==> src/rtl/psum_requant_drain.sv <==
// psum_requant_drain
//
// Output stage of a PE_A column. It accumulates cfg_passes partial sums per
// output pixel, then requantises the group sum: round half up, arithmetic
// right shift, optional ReLU, and saturation to an activation. Results go
// into a small FIFO with a valid/ready output. Back-pressure from that FIFO
// reaches the PE column through in_ready.
//
// Ports:
//   clk, rst        clock (rising edge), asynchronous active-high reset
//   clear           synchronous abort of the current group plus FIFO flush
//   in_valid        inPartialSum carries data
//   in_ready        input is accepted this cycle
//   inPartialSum    signed partial sum from the last PE of the column
//   cfg_passes      passes per group (0 behaves as 1), latched per group
//   cfg_shift       right shift applied before saturation, latched per group
//   cfg_relu        1 = ReLU + unsigned saturation, 0 = signed saturation
//   out_valid       FIFO head holds a result
//   out_ready       consumer takes the head
//   out_activation  requantised activation (FIFO head register)
//   groups_done     results written into the FIFO, wraps at 2^16
module psum_requant_drain #(
    parameter int accumulationPar = 21,
    parameter int activationPar   = 8,
    parameter int FIFO_DEPTH      = 4
) (
    input  logic                       clk,
    input  logic                       rst,
    input  logic                       clear,
    input  logic                       in_valid,
    output logic                       in_ready,
    input  logic [accumulationPar-1:0] inPartialSum,
    input  logic [3:0]                 cfg_passes,
    input  logic [4:0]                 cfg_shift,
    input  logic                       cfg_relu,
    output logic                       out_valid,
    input  logic                       out_ready,
    output logic [activationPar-1:0]   out_activation,
    output logic [15:0]                groups_done
);

    localparam int ACC_W    = accumulationPar + 4;
    localparam int AW       = $clog2(FIFO_DEPTH);
    localparam int CW       = AW + 1;
    localparam int RELU_MAX = (1 << activationPar) - 1;
    localparam int SGN_MAX  = (1 << (activationPar - 1)) - 1;
    localparam int SGN_MIN  = -(1 << (activationPar - 1));

    // Group state
    logic signed [ACC_W-1:0] acc_reg;
    logic [3:0]              pass_cnt_reg;
    logic [3:0]              passes_reg;
    logic [4:0]              shift_reg;
    logic                    relu_reg;

    // Result FIFO
    logic [activationPar-1:0] mem [FIFO_DEPTH];
    logic [AW-1:0]            wr_ptr_reg;
    logic [AW-1:0]            rd_ptr_reg;
    logic [CW-1:0]            count_reg;
    logic [activationPar-1:0] head_reg;
    logic [15:0]              groups_done_reg;

    // Datapath
    logic                     accept;
    logic                     first_pass;
    logic                     last_pass;
    logic                     push;
    logic                     pop;
    logic [3:0]               cfg_passes_eff;
    logic [3:0]               eff_passes;
    logic [4:0]               eff_shift;
    logic                     eff_relu;
    logic signed [ACC_W-1:0]  in_ext;
    logic signed [ACC_W-1:0]  sum;
    logic signed [31:0]       sum_wide;
    logic signed [31:0]       round_bias;
    logic signed [31:0]       shifted;
    logic [activationPar-1:0] sat;
    logic [CW-1:0]            count_next;
    logic [AW-1:0]            rd_ptr_next;
    logic [activationPar-1:0] head_next;

    assign in_ready       = !clear && (count_reg < CW'(FIFO_DEPTH));
    assign accept         = in_valid && in_ready;
    assign out_valid      = (count_reg != '0);
    assign out_activation = head_reg;
    assign groups_done    = groups_done_reg;

    always_comb begin
        cfg_passes_eff = (cfg_passes == 4'd0) ? 4'd1 : cfg_passes;
        first_pass     = (pass_cnt_reg == 4'd0);
        // The first input of a group uses the live configuration, because
        // that is the same edge on which it gets latched.
        eff_passes     = first_pass ? cfg_passes_eff : passes_reg;
        eff_shift      = first_pass ? cfg_shift      : shift_reg;
        eff_relu       = first_pass ? cfg_relu       : relu_reg;
        last_pass      = (pass_cnt_reg == eff_passes - 4'd1);

        in_ext   = {{(ACC_W - accumulationPar){inPartialSum[accumulationPar-1]}}, inPartialSum};
        sum      = first_pass ? in_ext : acc_reg + in_ext;

        // Widen to 32 bits so that the rounding bias (up to 2^30 for the
        // largest shift code) cannot overflow the group sum.
        sum_wide   = 32'(sum);
        round_bias = (eff_shift == 5'd0) ? 32'sd0 : (32'sd1 <<< (eff_shift - 5'd1));
        shifted    = (sum_wide + round_bias) >>> eff_shift;

        sat = shifted[activationPar-1:0];
        if (eff_relu) begin
            if (shifted < 32'sd0)
                sat = '0;
            else if (shifted > RELU_MAX)
                sat = activationPar'(RELU_MAX);
        end else begin
            if (shifted < SGN_MIN)
                sat = activationPar'(SGN_MIN);
            else if (shifted > SGN_MAX)
                sat = activationPar'(SGN_MAX);
        end
    end

    always_comb begin
        push = accept && last_pass;
        pop  = out_valid && out_ready;

        count_next = count_reg;
        if (push && !pop)
            count_next = count_reg + CW'(1);
        else if (pop && !push)
            count_next = count_reg - CW'(1);

        rd_ptr_next = pop ? rd_ptr_reg + AW'(1) : rd_ptr_reg;

        // The head register is loaded from the entry that becomes the head.
        // When that entry is the one being written on this edge, it is not
        // in the array yet, so it is taken straight from the datapath.
        if (push && (count_next == CW'(1)))
            head_next = sat;
        else
            head_next = mem[rd_ptr_next];
    end

    // Storage array: no reset, because the pointers and count decide what
    // is valid.
    always_ff @(posedge clk) begin
        if (push)
            mem[wr_ptr_reg] <= sat;
    end

    always_ff @(posedge clk or posedge rst) begin
        if (rst) begin
            acc_reg         <= '0;
            pass_cnt_reg    <= '0;
            passes_reg      <= 4'd1;
            shift_reg       <= '0;
            relu_reg        <= 1'b0;
            wr_ptr_reg      <= '0;
            rd_ptr_reg      <= '0;
            count_reg       <= '0;
            head_reg        <= '0;
            groups_done_reg <= '0;
        end else if (clear) begin
            // Abort the group and flush the FIFO. The head register keeps its
            // last value, and the result counter is left alone.
            acc_reg      <= '0;
            pass_cnt_reg <= '0;
            wr_ptr_reg   <= '0;
            rd_ptr_reg   <= '0;
            count_reg    <= '0;
        end else begin
            if (accept) begin
                if (first_pass) begin
                    passes_reg <= cfg_passes_eff;
                    shift_reg  <= cfg_shift;
                    relu_reg   <= cfg_relu;
                end
                acc_reg      <= sum;
                pass_cnt_reg <= last_pass ? 4'd0 : pass_cnt_reg + 4'd1;
            end
            if (push) begin
                wr_ptr_reg      <= wr_ptr_reg + AW'(1);
                groups_done_reg <= groups_done_reg + 16'd1;
            end
            rd_ptr_reg <= rd_ptr_next;
            count_reg  <= count_next;
            if (count_next != '0)
                head_reg <= head_next;
        end
    end

endmodule

==> config.mk <==
export PLATFORM = sky130hd
export DESIGN_NAME = psum_requant_drain
export DESIGN_NICKNAME = d
export VERILOG_FILES = /design/src/rtl/psum_requant_drain.sv
export SDC_FILE = /design/constraint.sdc
export NUM_CORES = 1
export LEC_CHECK = 0
export ABC_AREA = 1
export CAP_MARGIN = 20
export CORE_AREA = 2 2 178 180
export CTS_BUF_LIST = sky130_fd_sc_hd__clkbuf_16
export CTS_CLUSTER_DIAMETER = 60
export CTS_CLUSTER_SIZE = 28
export DETAILED_ROUTE_END_ITERATION = 16
export DIE_AREA = 0 0 180 182
export GPL_ROUTABILITY_DRIVEN = 0
export PLACE_DENSITY_LB_ADDON = 0.25
export SLEW_MARGIN = 30
export SYNTH_ARGS = -nofsm -noshare
export SYNTH_HDL_FRONTEND = slang
export SYNTH_SLANG_ARGS = --single-unit
export TNS_END_PERCENT = 20
==> constraint.sdc <==
create_clock -name clk -period 6.7 [get_ports clk]
set_clock_uncertainty 0.2 [all_clocks]
set_input_delay 1.005 -clock clk [delete_from_list [all_inputs] [get_ports clk]]
set_output_delay 1.005 -clock clk [all_outputs]
set_load 0.05 [all_outputs]
* Yosys cells after proc, flatten, opt, wreduce, memory -nomap -nowiden
Memories as Yosys holds them, arrays and structs flattened. Cells that the tools add are included.
Storage, ports and cells: flip-flop bits (word level) 70, memory bits (writable) 32, input port bits 36, output and inout bits 26, word-level logic and storage cells 77, memories kept 1
Cells by class: add/subtract/negate cells 10, order comparisons 5, eq/ne operators 2, shifts and indexed selects 2, muxes and demuxes 26, bitwise operators 1, reduce and logical (&&, ||, !) cells 20
Memory list:
- mem | depth 4, bits a word 8, read ports 1, clocked after Yosys merged registers in 0, wr ports 1, line 57 | logic [activationPar-1:0] mem [FIFO_DEPTH];
Operators by type and width (count):
- 25-bit two-way mux | 3
- 8-bit two-way mux | 6
- 25-bit by 32-bit adder with 32-bit output | 1
- 32-bit by 8-bit > comparator with 1-bit output, second input constant | 1
- 32-bit by 9-bit > comparator with 1-bit output, second input constant | 1
- 32-bit by 1-bit less-than comparator with 1-bit output, second input constant | 1
- 32-bit by 8-bit less-than comparator with 1-bit output, second input constant | 1
- 32-bit two-way mux | 1
- 2-bit by 5-bit <<< shifter with 32-bit output, first input constant | 1
- 32-bit by 5-bit >>> shifter with 32-bit output | 1
- 25-bit by 21-bit adder with 25-bit output | 1
- 4-bit two-way mux | 5
- 16-bit by 1-bit adder with 16-bit output, second input constant | 1
- 3-bit two-way mux | 3
- 4-bit zero test | 2
- 2-bit two-way mux | 4
- 1-bit logical AND | 7
- 2-bit AND reduction | 3
- 3-bit nonzero test | 2
- 5-bit zero test | 1
- 5-bit two-way mux | 1
- 5-bit by 1-bit subtractor with 5-bit output, second input constant | 1
- 2-bit by 1-bit adder with 2-bit output, second input constant | 2
- 4-bit by 1-bit adder with 4-bit output, second input constant | 1
- other kinds (10) | 15

* Depth between registers and ports, before layout
word-level depth 13, mapped depth 48, depth with buffers taken out 46

* Least setup slack after synthesis
OpenSTA, ideal clock, no wires.
path kind input port to flip-flop, start point input port inPartialSum[2], end point memory mem[0][2] (data pin), setup time 0.266 ns, data arrival time 5.464 ns, required time 6.234 ns, setup slack 0.771 ns, stages 39, path buffers 0, cells stage by stage ha_1 nand3_1 nand2_1 inv_1 o21a_1 o21ai_1 a21boi_1 o21ai_1 a21boi_1 o21ai_1 a21boi_1 o21ai_1 nand2_1 o21ai_1 xnor2_1 a21oi_1 ha_1 a21oi_1 [3 not listed] a21oi_1 nand2_1 nand2_1 nand3_1 nand3_1 nand2_2 o21ai_1 nor2_1 o21ai_0 nand2_1 nor2_1 nand2_1 nor2_2 nand3_2 nand2_2 nand2_1 nand2_1 nand2_1
On the way: word-level cells in the longest chain between the ends 8, elaborated cells on any way between the ends 13, classes of those cells 2 x add/sub; 4 x order compare; 1 x shift; 6 x mux
RTL lines:
- from (decl) | line 32 | input logic [accumulationPar-1:0] inPartialSum,
- 25-bit by 21-bit adder with 25-bit output | line 101 | sum = first_pass ? in_ext : acc_reg + in_ext;
- 25-bit two-way mux (*) | line 101
- 25-bit by 32-bit adder with 32-bit output (*) | line 107 | shifted = (sum_wide + round_bias) >>> eff_shift;
- 32-bit by 5-bit >>> shifter with 32-bit output (*) | line 107
- 32-bit by 8-bit > comparator with 1-bit output / 32-bit by 9-bit > comparator with 1-bit output (equally long branches) | line 118, 113
- 8-bit two-way mux (on tied branches) | line 118, 113
- 8-bit two-way mux (on tied branches) | line 116, 111
- 8-bit two-way mux (*) | line 110 | if (eff_relu) begin
- via sat[2] | line 79 | logic [activationPar-1:0] sat;
- to (decl) | line 57
Mark *: on every way through the listed nets, which the timed path passes. The rest lies on a longest branch.

* Final worst setup path
start point input port inPartialSum[6], end point memory mem[3][0] (data pin)
Same word-level chain as after synthesis.

==> impl_metrics.yaml <==
worst_setup_path:
  cpPeakStageDelay_ns: 0.44
  critPathBufInv: 3
  cp-start-kind: "input pin"
  worst-path-max-fanout: 12
  crit_slowest_cell: "clkdlybuf4s50_1"
  crit_top_cell: "o21ai_2"
  cp.arrival_ns: 6.27
  r2r_cells: 40
  path_depth: 34
  path_delay_family: "compound AO/OA/AOI/OAI gates"
  required_ns: 6.71
  end_kind: "register"
  critPathKind: "in2reg"
routing:
  drc: 0
  routed_wl_mm: 33.3
  firstDrtPassIters: 5
  ant_nets: 0
  wl_per_cell_um: 15.1
  vias: 11300
  drt_iter0_markers: 898
  vias_per_cell: 5.12
sta:
  worst_pin_slew_ns: 0.931
  holdWs_ns: 0.274
  final_max_slew_viol_count: 0
  period_needed_ns: 6.26
  fin_ws_ns: 0.441
  period_share_pct: 93.4
  setup_viol: 0
  rsz0062_at_grt: "false"
  fmax_mhz: 160
  timing.final.hold_violations: 0
  slew_headroom_pct: 37.7
grt:
  grt_pass1_wl_mm: 54.4
  grt_antenna_before_repair: 0
  grt_max_degree: 71
  track_usage_pct: 20.3
  globalRouteOverflowTotal: 0
  grt_pass1_vias: 10700
finish:
  largest_reg_flops: 32
  multi_input_area_um2: 7830
  regArea_um2: 2720
  fin_util_pct: 43.4
  syn2layout_area_growth_pct: 26.2
  final_nets: 1908
  layout-drive-gt1-share_pct: 19.6
  num-fill-cells: 3217
  n_antenna_cell: 0
clocking:
  clk_latency_ns: 0.37
  cts.path.max_buffers: 2
  postCtsHoldBufs: 0
  cts-buffers-inserted: 9
  cts_max_level: 3
  clock-root-buffer: "clkbuf_16"
  cts_tree: "yes"
  cts_sinks: 102
  path_clk_slew_ns: 0.08
synth:
  synth_area_leaders: "nand2_1 17%, dfrtp_1 16%, nand3_1 11%, edfxtp_1 9.0%, ha_1 7.8%"
  syn_area_per_cell_um2: 6.35
  yosysMostFrequentCell: "nand2_1"
  synth_area_um2: 10700
  synthArstFlopShare_pct: 68.6
  synth_cell_types: 56
  ys_seq_elements: 102
  synth_common_cells: "488 x nand2_1, 234 x nand3_1, 176 x nor2_1, 155 x inv_1, 89 x a21oi_1"
  synth-edff-count: 32
  syn-num-nets: 1783
  ys.warnings.count: 0
  ys.flop_type: "dfrtp_1"
  synth_top_area_cell: "nand2_1"
  synth_seq_area_share_pct: 25.5
  syn-instance-count: 1679
  yosysTopAreaCellShare_pct: 17.2
floorplanning:
  die_x_um: 180
  initial_utilization_pct: 34.4
  dieArea_um2: 32800
  fp.dieH_um: 182
  io_pins: 62
  rows: 65
  core_area_um2: 31000
run:
  drv_cap: 0
outcome:
  status: "completed"
worst_hold_path:
  whs_path_depth: 1
  hp-class: "reg2reg"
placed_design:
  dpl.hpwl_mm: 25.6
  dpl_worst_slack_ns: -0.458
  port_buffers: 61
[cell type report]
cell class | count | area share (%)
inverters | 179 | 5.02
flip-flops and latches | 102 | 20.2
multi-input cells | 1343 | 58.3
clock buffers | 9 | 1.68
well taps | 402 | 3.74
repair buffers | 169 | 10.7
clock inverters | 7 | 0.410
[cells in the final DEF, fill, tap and decap left out, drive strengths merged, types with 3 or more instances in the layout]
cell / instances
and2: 6
ha: 66
buf: 108
nand2: 502
inv: 183
nor3: 13
clkdlybuf4s50: 56
nand3: 242
or2: 12
nand4: 6
a31oi: 6
a21boi: 3
edfxtp: 32
dlymetal6s2s: 5
xnor2: 20
o22ai: 6
xor2: 33
a22o: 16
o22a: 5
a21oi: 92
mux2i: 3
o21ai: 108
nand3b: 3
nor2: 181
o21bai: 6
clkbuf: 9
o211ai: 3
dfrtp: 69
[worst paths after layout]
kind | endpoint | slack, ns | start
setup / recovery | mem[3][0] | 0.44 | inPartialSum[6]
hold / removal | groups_done[15] | 0.27 | groups_done[15]
setup reg to reg | mem[3][0] | 0.60 | pass_cnt_reg[1]
hold reg to reg | groups_done[15] | 0.27 | groups_done[15]
max in group asynchronous | pass_cnt_reg[0] | 4.89 | rst
min in group asynchronous | groups_done[15] | 0.94 | rst
[per-layer routing]
layer | vias to the layer above | GRT usage [%] | share of wire (%)
met1 | 5262 | 27.3 | 47
met2 | 271 | 34.1 | 47
met3 | 34 | 2.61 | 4.8
met5 | - | 0 | 0
li1 | 5764 | - | -
met4 | 0 | 5.40 | 1.5
[what timing repair did]
action	4_1_cts	5_1_grt
pin swaps	1	56
buffers inserted	0	11
endpoints found under the setup margin	40	40
resized for setup	7	176
[metrics by stage]
step                      instance area [um2]  setup TNS (ns)  std cells
after CTS                               12600               0       2200
after detailed placement                12300          -17.03       2184
after floorplan                         10700               0       1679
final                                   13400               0       2211
after global routing                    13400               0       2211
after global placement                  12300          -15.79       2184
[cells by family (layout without fill, tap and decap cells)]
logic type / count (synthesis) / count (layout) / share of synthesized area, %
XOR/XNOR: 53 / 53 / 4.57
AND/OR/NAND/NOR: 967 / 967 / 39.1
multiplexers: 3 / 3 / 0.399
adder cells (fa/ha/maj): 68 / 68 / 8.13
AO/OA/AOI/OAI: 252 / 252 / 13.7
buffers and inverters: 234 / 364 / 8.64
flip-flops: 102 / 102 / 25.5
[worst register-to-register path: cells and delay by family (launching register included)]
| family | cells | cell delay (ns) |
|---|---|---|
| flip-flops | 1 | 0.41 |
| AND/OR/NAND/NOR | 22 | 2.60 |
| buffers and inverters | 9 | 0.91 |
| adder cells (fa/ha/maj) | 3 | 0.74 |
| AO/OA/AOI/OAI | 5 | 0.87 |
| XOR/XNOR | 1 | 0.22 |
Power is left out: the tool's default activity adds up to more than one toggle a clock period on the data nets, which glitch-free logic cannot reach.
==> variant, RTL diff (config.mk and constraints unchanged) <==
Change the parameter `accumulationPar` from 21 to 42.
--- a/src/rtl/psum_requant_drain.sv
+++ b/src/rtl/psum_requant_drain.sv
@@ -22,3 +22,3 @@
 module psum_requant_drain #(
-    parameter int accumulationPar = 21,
+    parameter int accumulationPar = 42,
     parameter int activationPar   = 8,
Ports: changed (resized inPartialSum); port bits go from 62 to 83. The function was not compared with the original's and may differ.
==> variant against the unedited design <==
- count of clock-buffer cells in the layout unchanged
- sequential cell count up 7
- setup slack lost 0.24 ns
- fmax down 3.7%
- final area up 6.7%
- synthesized area increased by 3.1%
- critical path depth grew 9
- register-to-register slack got worse by 0.12 ns
- wire length is 5.7% higher
- synthesized cell count grew 2.0%
- largest cell class unchanged
Power is not shown: default switching activity piles up to over one toggle a cycle in this logic, so the estimate is an artifact.
==> variant: results (changes against the unedited design) <==
insertion delay of the later-clocked pin in the worst-skew pair=0.37 ns (about the same); Max clock buf depth=2 (unchanged); Reg clk slew, reported paths=0.08 ns (about the same); Pre-antenna DRT Iters=5 (unchanged); main flop type after synthesis=dfrtp_1; Cell Area, Placed=13,200 µm² (+7.4%); Synth cell types=56 (unchanged); number of buffers added by the clock tree synthesis step=9 (unchanged); final cell count without fillers=2,320 (+4.9%); dpl ws=-0.976 ns (-0.519 ns); area share of fa/ha/maj cells after synthesis=8.68% (+0.55 points); vias in the first global route=11,417 (+6.7%); number of antenna violations at the first check in global routing=0 (unchanged); Top delay family on crit path=simple AND/OR/NAND/NOR gates; Ant. Diodes=0 (unchanged); final net count=2,045 (+7.2%); portion of netlist area occupied by mux cells=0.308% (-0.092 points); root buffer selected by CTS=clkbuf_16; cell count after synthesis=1,712 (+2.0%); overall routing resource usage=21.1% (+0.88 points); fraction of layout cells with a size suffix above 1=21.4% (+1.8 points); result of the run=completed; global-route wire length before repair=56.8 mm (+4.5%); xor/xnor cell area share of the yosys netlist=4.40% (-0.17 points); master of the slowest instance on the critical path=clkdlybuf4s50_1; fill cell instance count of the final layout=3,188 (-0.90%); via count of the routed design=11,946 (+5.4%); slew margin rel.=39.7% (+2.0 points); top cell types by occurrence after synthesis=523 x nand2_1, 183 x nand3_1, 176 x nor2_1, 157 x inv_1; net count after synthesis=1,844 (+3.4%); largest net degree at the start of global routing=78 (+9.9%); min-delay worst type=register to register; Buffers on Ports=72 (+18%); share of the yosys chip area belonging to registers=26.3% (+0.83 points); number of flops mapped to enable cells by yosys=32 (unchanged); dominant cells by area after synthesis=nand2_1 18%, dfrtp_1 17%, edfxtp_1 8.7%, nand3_1 8.3%, ha_1 8.3%; arrival time of data at the critical path endpoint=6.55 ns (+0.28 ns); DPL Wire Length=27.1 mm (+5.8%); fraction of the mapped netlist area in compound gates=15.5% (+1.8 points); initial DRC count=877 (-2.3%); Ys Warns=0 (unchanged); Post-synth ARST share=70.6% (+2.0 points); maximum single-stage delay on the critical path=about 0.43 ns; biggest fanout along the worst timing path=7 (-5); average wire per cell in the routed design=15.2 µm (+0.69%); level count of the clock H-tree=3 (unchanged)
[variant: changes by cell type in the layout (fill, tap and decap cells not counted), moves of 15 or more]
cell     before  now
nand2_2      35   50
buf_4       107  169
nand2_1     457  472
o21ai_0      67   82
nand3_1     178  158
nand3_2      59   25
[variant: final timing paths]
path,start,depth (start not counted),to,slack (ns)
hold / removal,groups_done[15]$_DFFE_PP0P_,1,groups_done[15]$_DFFE_PP0P_,0.27
setup reg to reg,pass_cnt_reg[0]$_DFFE_PP0P_,44,out_activation[4]$_DFFE_PP0P_,0.48
min in group asynchronous,rst,3,groups_done[13]$_DFFE_PP0P_,0.96
setup / recovery,inPartialSum[6],43,out_activation[4]$_DFFE_PP0P_,0.20
max in group asynchronous,rst,3,wr_ptr_reg[1]$_DFFE_PP0P_,4.79
hold reg to reg,groups_done[15]$_DFFE_PP0P_,1,groups_done[15]$_DFFE_PP0P_,0.27
[variant: layout make-up]
type                       instances  area (µm²)  share of cell area (%)
tap                              402         503                    3.51
clock buffer                       9         225                    1.57
clock inverter                     7        78.8                   0.549
inverter                         171         648                    4.52
timing repair buffer             245        2050                    14.3
multi-input combinational       1377        7950                    55.4
sequential                       109        2890                    20.1
[variant: timing repair]
item	CTS	global route
cloned	0	0
hold buffers	0	0
setup endpoints to repair	40	40
buffers inserted	3	8
pin swaps	11	81
resized for setup	40	173
[variant: layer usage]
metal / vias up / part of all wire (%) / wire, µm / global-route usage, %
met3: 38 / 4.6 / 1620 / 2.35
met1: 5535 / 46 / 16300 / 28.8
met5: - / 0 / 0 / 0
met4: 0 / 1.6 / 575 / 5.04
li1: 6071 / - / - / -
met2: 302 / 47 / 16600 / 35.8
